[src/rtl/score_update_pkg.sv]
// -----------------------------------------------------------------------------
// score_update_pkg
// Shared constants for the score_update block: the 2-bit match result codes
// and the default counter width / saturation value.
// -----------------------------------------------------------------------------
package score_update_pkg;

    localparam logic [1:0] RES_NONE = 2'b00;
    localparam logic [1:0] RES_DRAW = 2'b01;
    localparam logic [1:0] RES_WIN  = 2'b10;
    localparam logic [1:0] RES_LOSE = 2'b11;

    localparam int unsigned CNT_W_DEF   = 4;
    localparam int unsigned CNT_MAX_DEF = 15;

endpackage

[src/rtl/score_update_sat_counter.sv]
// -----------------------------------------------------------------------------
// sat_counter
// Up-counter that increments by one when inc is high and sticks at CNT_MAX
// instead of wrapping.
//
// Ports:
//   clk    in   1      rising-edge clock
//   resetn in   1      asynchronous reset, active HIGH despite the name
//   inc    in   1      increment request for this cycle
//   count  out  CNT_W  registered count value
// -----------------------------------------------------------------------------
module sat_counter
    import score_update_pkg::*;
#(
    parameter int unsigned CNT_W   = CNT_W_DEF,
    parameter int unsigned CNT_MAX = CNT_MAX_DEF
) (
    input  logic             clk,
    input  logic             resetn,
    input  logic             inc,
    output logic [CNT_W-1:0] count
);

    localparam logic [CNT_W-1:0] MAX_V = CNT_W'(CNT_MAX);

    logic [CNT_W-1:0] r_count;
    logic             w_at_max;

    assign w_at_max = (r_count == MAX_V);

    always_ff @(posedge clk or posedge resetn) begin
        if (resetn) begin
            r_count <= '0;
        end else if (inc && !w_at_max) begin
            r_count <= r_count + 1'b1;
        end
    end

    assign count = r_count;

endmodule

[src/rtl/score_update.sv]
// -----------------------------------------------------------------------------
// score_update
// Counts match results. A result event fires when matchresult is non-zero and
// differs from the value seen on the previous cycle, so a held code counts
// once while a direct win<->lose change counts again. Every event bumps
// round; win and lose events also bump their own counter. All counters
// saturate independently at CNT_MAX.
//
// Ports:
//   clk         in   1      rising-edge clock
//   resetn      in   1      asynchronous reset, active HIGH despite the name
//   matchresult in   2      00 none, 01 draw, 10 win, 11 lose
//   round       out  CNT_W  rounds played (draw + win + lose events)
//   win         out  CNT_W  win events
//   lose        out  CNT_W  lose events
// -----------------------------------------------------------------------------
module score_update
    import score_update_pkg::*;
#(
    parameter int unsigned CNT_W   = CNT_W_DEF,
    parameter int unsigned CNT_MAX = CNT_MAX_DEF
) (
    input  logic             clk,
    input  logic             resetn,
    input  logic [1:0]       matchresult,
    output logic [CNT_W-1:0] round,
    output logic [CNT_W-1:0] win,
    output logic [CNT_W-1:0] lose
);

    logic [1:0] r_prev_result;
    logic       w_event;
    logic       w_inc_round;
    logic       w_inc_win;
    logic       w_inc_lose;

    // Reset value 00 makes a code already present at reset release count.
    always_ff @(posedge clk or posedge resetn) begin
        if (resetn) begin
            r_prev_result <= RES_NONE;
        end else begin
            r_prev_result <= matchresult;
        end
    end

    assign w_event     = (matchresult != RES_NONE) && (matchresult != r_prev_result);
    assign w_inc_round = w_event;
    assign w_inc_win   = w_event && (matchresult == RES_WIN);
    assign w_inc_lose  = w_event && (matchresult == RES_LOSE);

    sat_counter #(
        .CNT_W   (CNT_W),
        .CNT_MAX (CNT_MAX)
    ) u_round (
        .clk    (clk),
        .resetn (resetn),
        .inc    (w_inc_round),
        .count  (round)
    );

    sat_counter #(
        .CNT_W   (CNT_W),
        .CNT_MAX (CNT_MAX)
    ) u_win (
        .clk    (clk),
        .resetn (resetn),
        .inc    (w_inc_win),
        .count  (win)
    );

    sat_counter #(
        .CNT_W   (CNT_W),
        .CNT_MAX (CNT_MAX)
    ) u_lose (
        .clk    (clk),
        .resetn (resetn),
        .inc    (w_inc_lose),
        .count  (lose)
    );

endmodule

[config.mk]
export PLATFORM = sky130hd
export DESIGN_NAME = score_update
export DESIGN_NICKNAME = d
export VERILOG_FILES = /design/src/rtl/score_update_pkg.sv /design/src/rtl/score_update_sat_counter.sv /design/src/rtl/score_update.sv
export SDC_FILE = /design/constraint.sdc
export NUM_CORES = 1
export LEC_CHECK = 0
export CAP_MARGIN = 20
export CORE_UTILIZATION = 50
export DETAILED_ROUTE_END_ITERATION = 10
export PLACE_DENSITY = 0.78
export SLEW_MARGIN = 20
export SYNTH_ARGS = -nofsm -noshare
export SYNTH_HDL_FRONTEND = slang
export SYNTH_SLANG_ARGS = --single-unit
[constraint.sdc]
create_clock -name clk -period 3.5 [get_ports clk]
set_input_delay 0.7 -clock clk [delete_from_list [all_inputs] [get_ports clk]]
set_output_delay 0.7 -clock clk [all_outputs]
set_load 0.01 [all_outputs]
# Word level (Yosys, flattened, before mapping)
# Index checks and enable logic that the tools add are counted.
[op_classes] addsub=3 n_eq_ne=6 n_reduce_logical=10
[op_table] operator="$add A4 B1 Y4 const B" n=3
[op_table] operator="$eq A4 B4 Y1 const B" n=3
[op_table] operator="$logic_and A1 B1 Y1" n=6
[op_table] operator="$eq A2 B2 Y1 const B" n=2
[op_table] operator="$logic_not A1 Y1" n=3
[op_table] operator="$ne A2 B2 Y1" n=1
[op_table] operator="$reduce_bool A2 Y1" n=1
[word_totals] reg_bits=14 inputBits=4 elab_cells=23

# Longest topological paths before layout
[depth] word_depth=4 mapped_depth=5 mapped_depth_nobuf=5

# By module
# A second synthesis with hierarchy kept.
[unflattened] hier_cells=74 hier_area_um2=740.7
[by_module_without_submodules] module="sat_counter" n_inst=3 cells_each=21 area_per_inst_um2=214.0
[by_module_without_submodules] module="score_update" n_inst=1 cells_each=11 area_per_inst_um2=98.8

# Least setup slack after synthesis
# Ideal clock, no wire load.
[synth_timing] path_kind="input to register" startpoint="input port matchresult[0]" endpoint="register u_win.r_count[1], in the netlist u_win.count[1]" setup_time_ns=0.125 t_arrival_ns=1.613 t_required_ns=3.375 slack_ns=1.762 cell_stages=3 n_path_buf=0 path_cell_list="nand2b_4 > a2111oi_4 > mux2_2"
[synth_between] elab_chain_cells=4 elab_cells_between_ends=6 classes_between="2 x eq/ne; 4 x reduce/logical"
[synth_lines] item="start, declared" line_no="score_update.sv:25" rtl="input logic [1:0] matchresult,"
[synth_lines] item="$ne A2 B2 Y1 / $reduce_bool A2 Y1 (equally long branches)" line_no="score_update.sv:46" rtl="assign w_event = (matchresult != RES_NONE) && (matchresult != r_prev_result);"
[synth_lines] item="$logic_and A1 B1 Y1" line_no="score_update.sv:46"
[synth_lines] item="$logic_and A1 B1 Y1 (*)" line_no="score_update.sv:48" rtl="assign w_inc_win = w_event && (matchresult == RES_WIN);"
[synth_lines] item="$logic_and A1 B1 Y1 (*)" line_no="score_update_sat_counter.sv:34" rtl="end else if (inc && !w_at_max) begin"
[synth_lines] item="end signal, assigned" line_no="score_update_sat_counter.sv:35" rtl="r_count <= r_count + 1'b1;"
[synth_lines] item="end, declared" line_no="score_update_sat_counter.sv:26" rtl="logic [CNT_W-1:0] r_count;"
# Mark *: on every way between the ends. The rest lies on a longest branch, timed or not.
# A chain may end at the register's enable or synchronous reset.

# Final worst setup path
# Ends and elaborated chain as after synthesis.

==> flow_summary.ini <==
[run_status]
outcome = finished, final reports clean

[placement]
hpwlAfterDp_um = 861
port_buffers = 15
placed_area_um2 = 835
placed_cells = 83
globalplace.congestion = 0.722

[clocking]
cts_setup_buffers = 0
post_cts_resized = 0
numClockSinks = 14
clockBufferDepth = 2
hold_buffers = 0
htree_levels = 1
cts_root_buf = clkbuf_4
cts_tree = yes
clkLatencyLatePin_ps = 280
tritoncts.num_buffers = 3
path_clk_slew_ps = 80

[floorplan]
initial_core_util_pct = 56.9
coreArea_um2 = 1170
io_pins = 16
rows = 12
die_height_um = 38.5
dieArea_um2 = 1480
fp.dieW_um = 38.5

[logic_synthesis]
syn_avg_cell_area_um2 = 12.3
ys_warn_count = 0
seq_area_frac_synth_pct = 52.5
syn-num-nets = 61
netlist_area_um2 = 667
syn_inst = 54
synth_cell_types = 19
ys_ff_latch = 14

[drt]
drt_first_pass_iters = 4
via_count = 457
final_antenna_net_count = 0
drtIter0Drc = 7
drc = 0
wirelength_um = 1170
wl_per_cell_um = 13.5
viasPerCell = 5.25

[grt]
grt_overflow = 0
grt_pass1_wl_um = 1970
antenna_found_initial = 0
grt.total_usage_pct = 20.7
grt_start_max_net_pins = 15
first_global_vias = 454

[sta]
finClkSkew_ps = 2.72
report.final.slew_viol_count = 0
post-route-min-period_ps = 2100
fin_setup_tns_ps = 0
worstMarginPinSlew_ps = 507
max_clock_freq_mhz = 476
hold-worst-slack_ps = 496
hold_violations = 0
rsz0062_at_grt = no
maxSlewHeadroom_pct = 66.1
finalCritPeriodShare_pct = 60.0
finalSetupViolations = 0

[power]
total_power_w = 0.000768
power_leakage_nw = 0.366
p_per_area_nw_per_um2 = 881
vdd_ir_drop_max_uv = 452

[cells_and_area]
stdcell_count = 87
final_common_cell = clkdlybuf4s50_1
num_antenna_cells = 0
layout.nets = 81
syn2layout_area_growth_pct = 30.6
drive_gt1_share_pct = 16.4
final_area_um2 = 871
final_cell_mix = clkdlybuf4s50_1, dfrtp_1, mux2_2

[critical_path]
critPathCaptureType = flip-flop
path_max_fanout = 5
arrival_ps = 2270
reg2reg_setup_slack_ps = 1710
critPathKind = in -> reg
startpoint_type = input port
worstPathRequired_ps = 3670

[worst_hold_path]
hp-class = reg -> reg

[run]
cap_viol_max_count = 0
[state kept, by name, indices dropped and copies added, names as in the netlist]
| signal | flops |
|---|---|
| u_lose.count | 4 |
| u_round.count | 4 |
| u_win.count | 4 |
| r_prev_result | 2 |
[path summary, 6_finish.rpt]
check / from / endpoint / cells after the start
setup / recovery: matchresult[0] / u_win.count[1]$_DFFE_PP0P_ / 4
hold / removal: u_win.count[3]$_DFFE_PP0P_ / u_win.count[3]$_DFFE_PP0P_ / 1
setup reg to reg: u_win.count[0]$_DFFE_PP0P_ / u_win.count[1]$_DFFE_PP0P_ / 4
hold reg to reg: u_win.count[3]$_DFFE_PP0P_ / u_win.count[3]$_DFFE_PP0P_ / 1
max in group asynchronous: resetn / u_lose.count[0]$_DFFE_PP0P_ / 2
min in group asynchronous: resetn / r_prev_result[0]$_DFF_PP0_ / 2
[cell families after synthesis]
kind of cell / count (synthesis) / share of synthesized area [%]
and+or+nand+nor: 15 / 12.9
DFF: 14 / 52.5
AOI/OAI and AO/OA: 9 / 11.1
muxes: 6 / 10.1
xor gates and xnor gates: 5 / 6.57
adders and majority gates: 3 / 5.63
buffers and inverters: 2 / 1.13
[worst max-delay path, stage by stage]
cell             delay [ps]
clkdlybuf4s50_1         520
nand2b_4                210
a2111oi_4               460
mux2_2                  380
[per-stage QoR]
step | setup slack, ps | util [%]
2_1_floorplan | 1760 | -
3_3_place_gp | 1180 | 71.3
3_5_place_dp | 1110 | 71.3
4_1_cts | 1400 | 74.4
5_1_grt | 1340 | 74.4
6_report | 1400 | 74.4
[synthesized netlist by cell type]
cell type / n / area (µm²)
nand2b_4: 1 / 13.8
xor2_1: 1 / 8.76
inv_1: 2 / 7.51
o21ai_0: 1 / 5.00
and3_1: 1 / 6.26
ha_1: 3 / 37.5
nand3_1: 2 / 10.0
o21ai_1: 1 / 5.00
nand2b_1: 4 / 25.0
nor2_1: 1 / 3.75
nand2_1: 4 / 15.0
dfrtp_1: 14 / 350
a2111oi_4: 1 / 27.5
nand4_1: 2 / 12.5
a21oi_1: 4 / 20.0
o2111ai_1: 1 / 8.76
xnor2_1: 4 / 35.0
mux2_2: 6 / 67.6
a21boi_1: 1 / 7.51
[report_power, final]
part	internal, W	switching [W]
Combinational	0.000212	0.000124
Sequential	0.000234	0.0000808
Clock	0.0000634	0.0000538
Total	0.000509	0.000259
[per-layer routing]
layer / global-route usage [%] / vias to the layer above / wire, µm
met5: 0 / - / 0
met4: 7.76 / 0 / 12
met3: 10.5 / 2 / 67
met2: 30.4 / 15 / 517
met1: 25.7 / 211 / 576
li1: - / 229 / -
[area by class of cell]
class,count,area (µm²)
Fill cell,89,300
Clock buffer,4,36.3
Sequential cell,14,350
Timing Repair Buffer,15,150
Inverter,2,7.51
Tap cell,14,17.5
Multi-Input combinational cell,38,309
(Power assumes the default switching activity.)
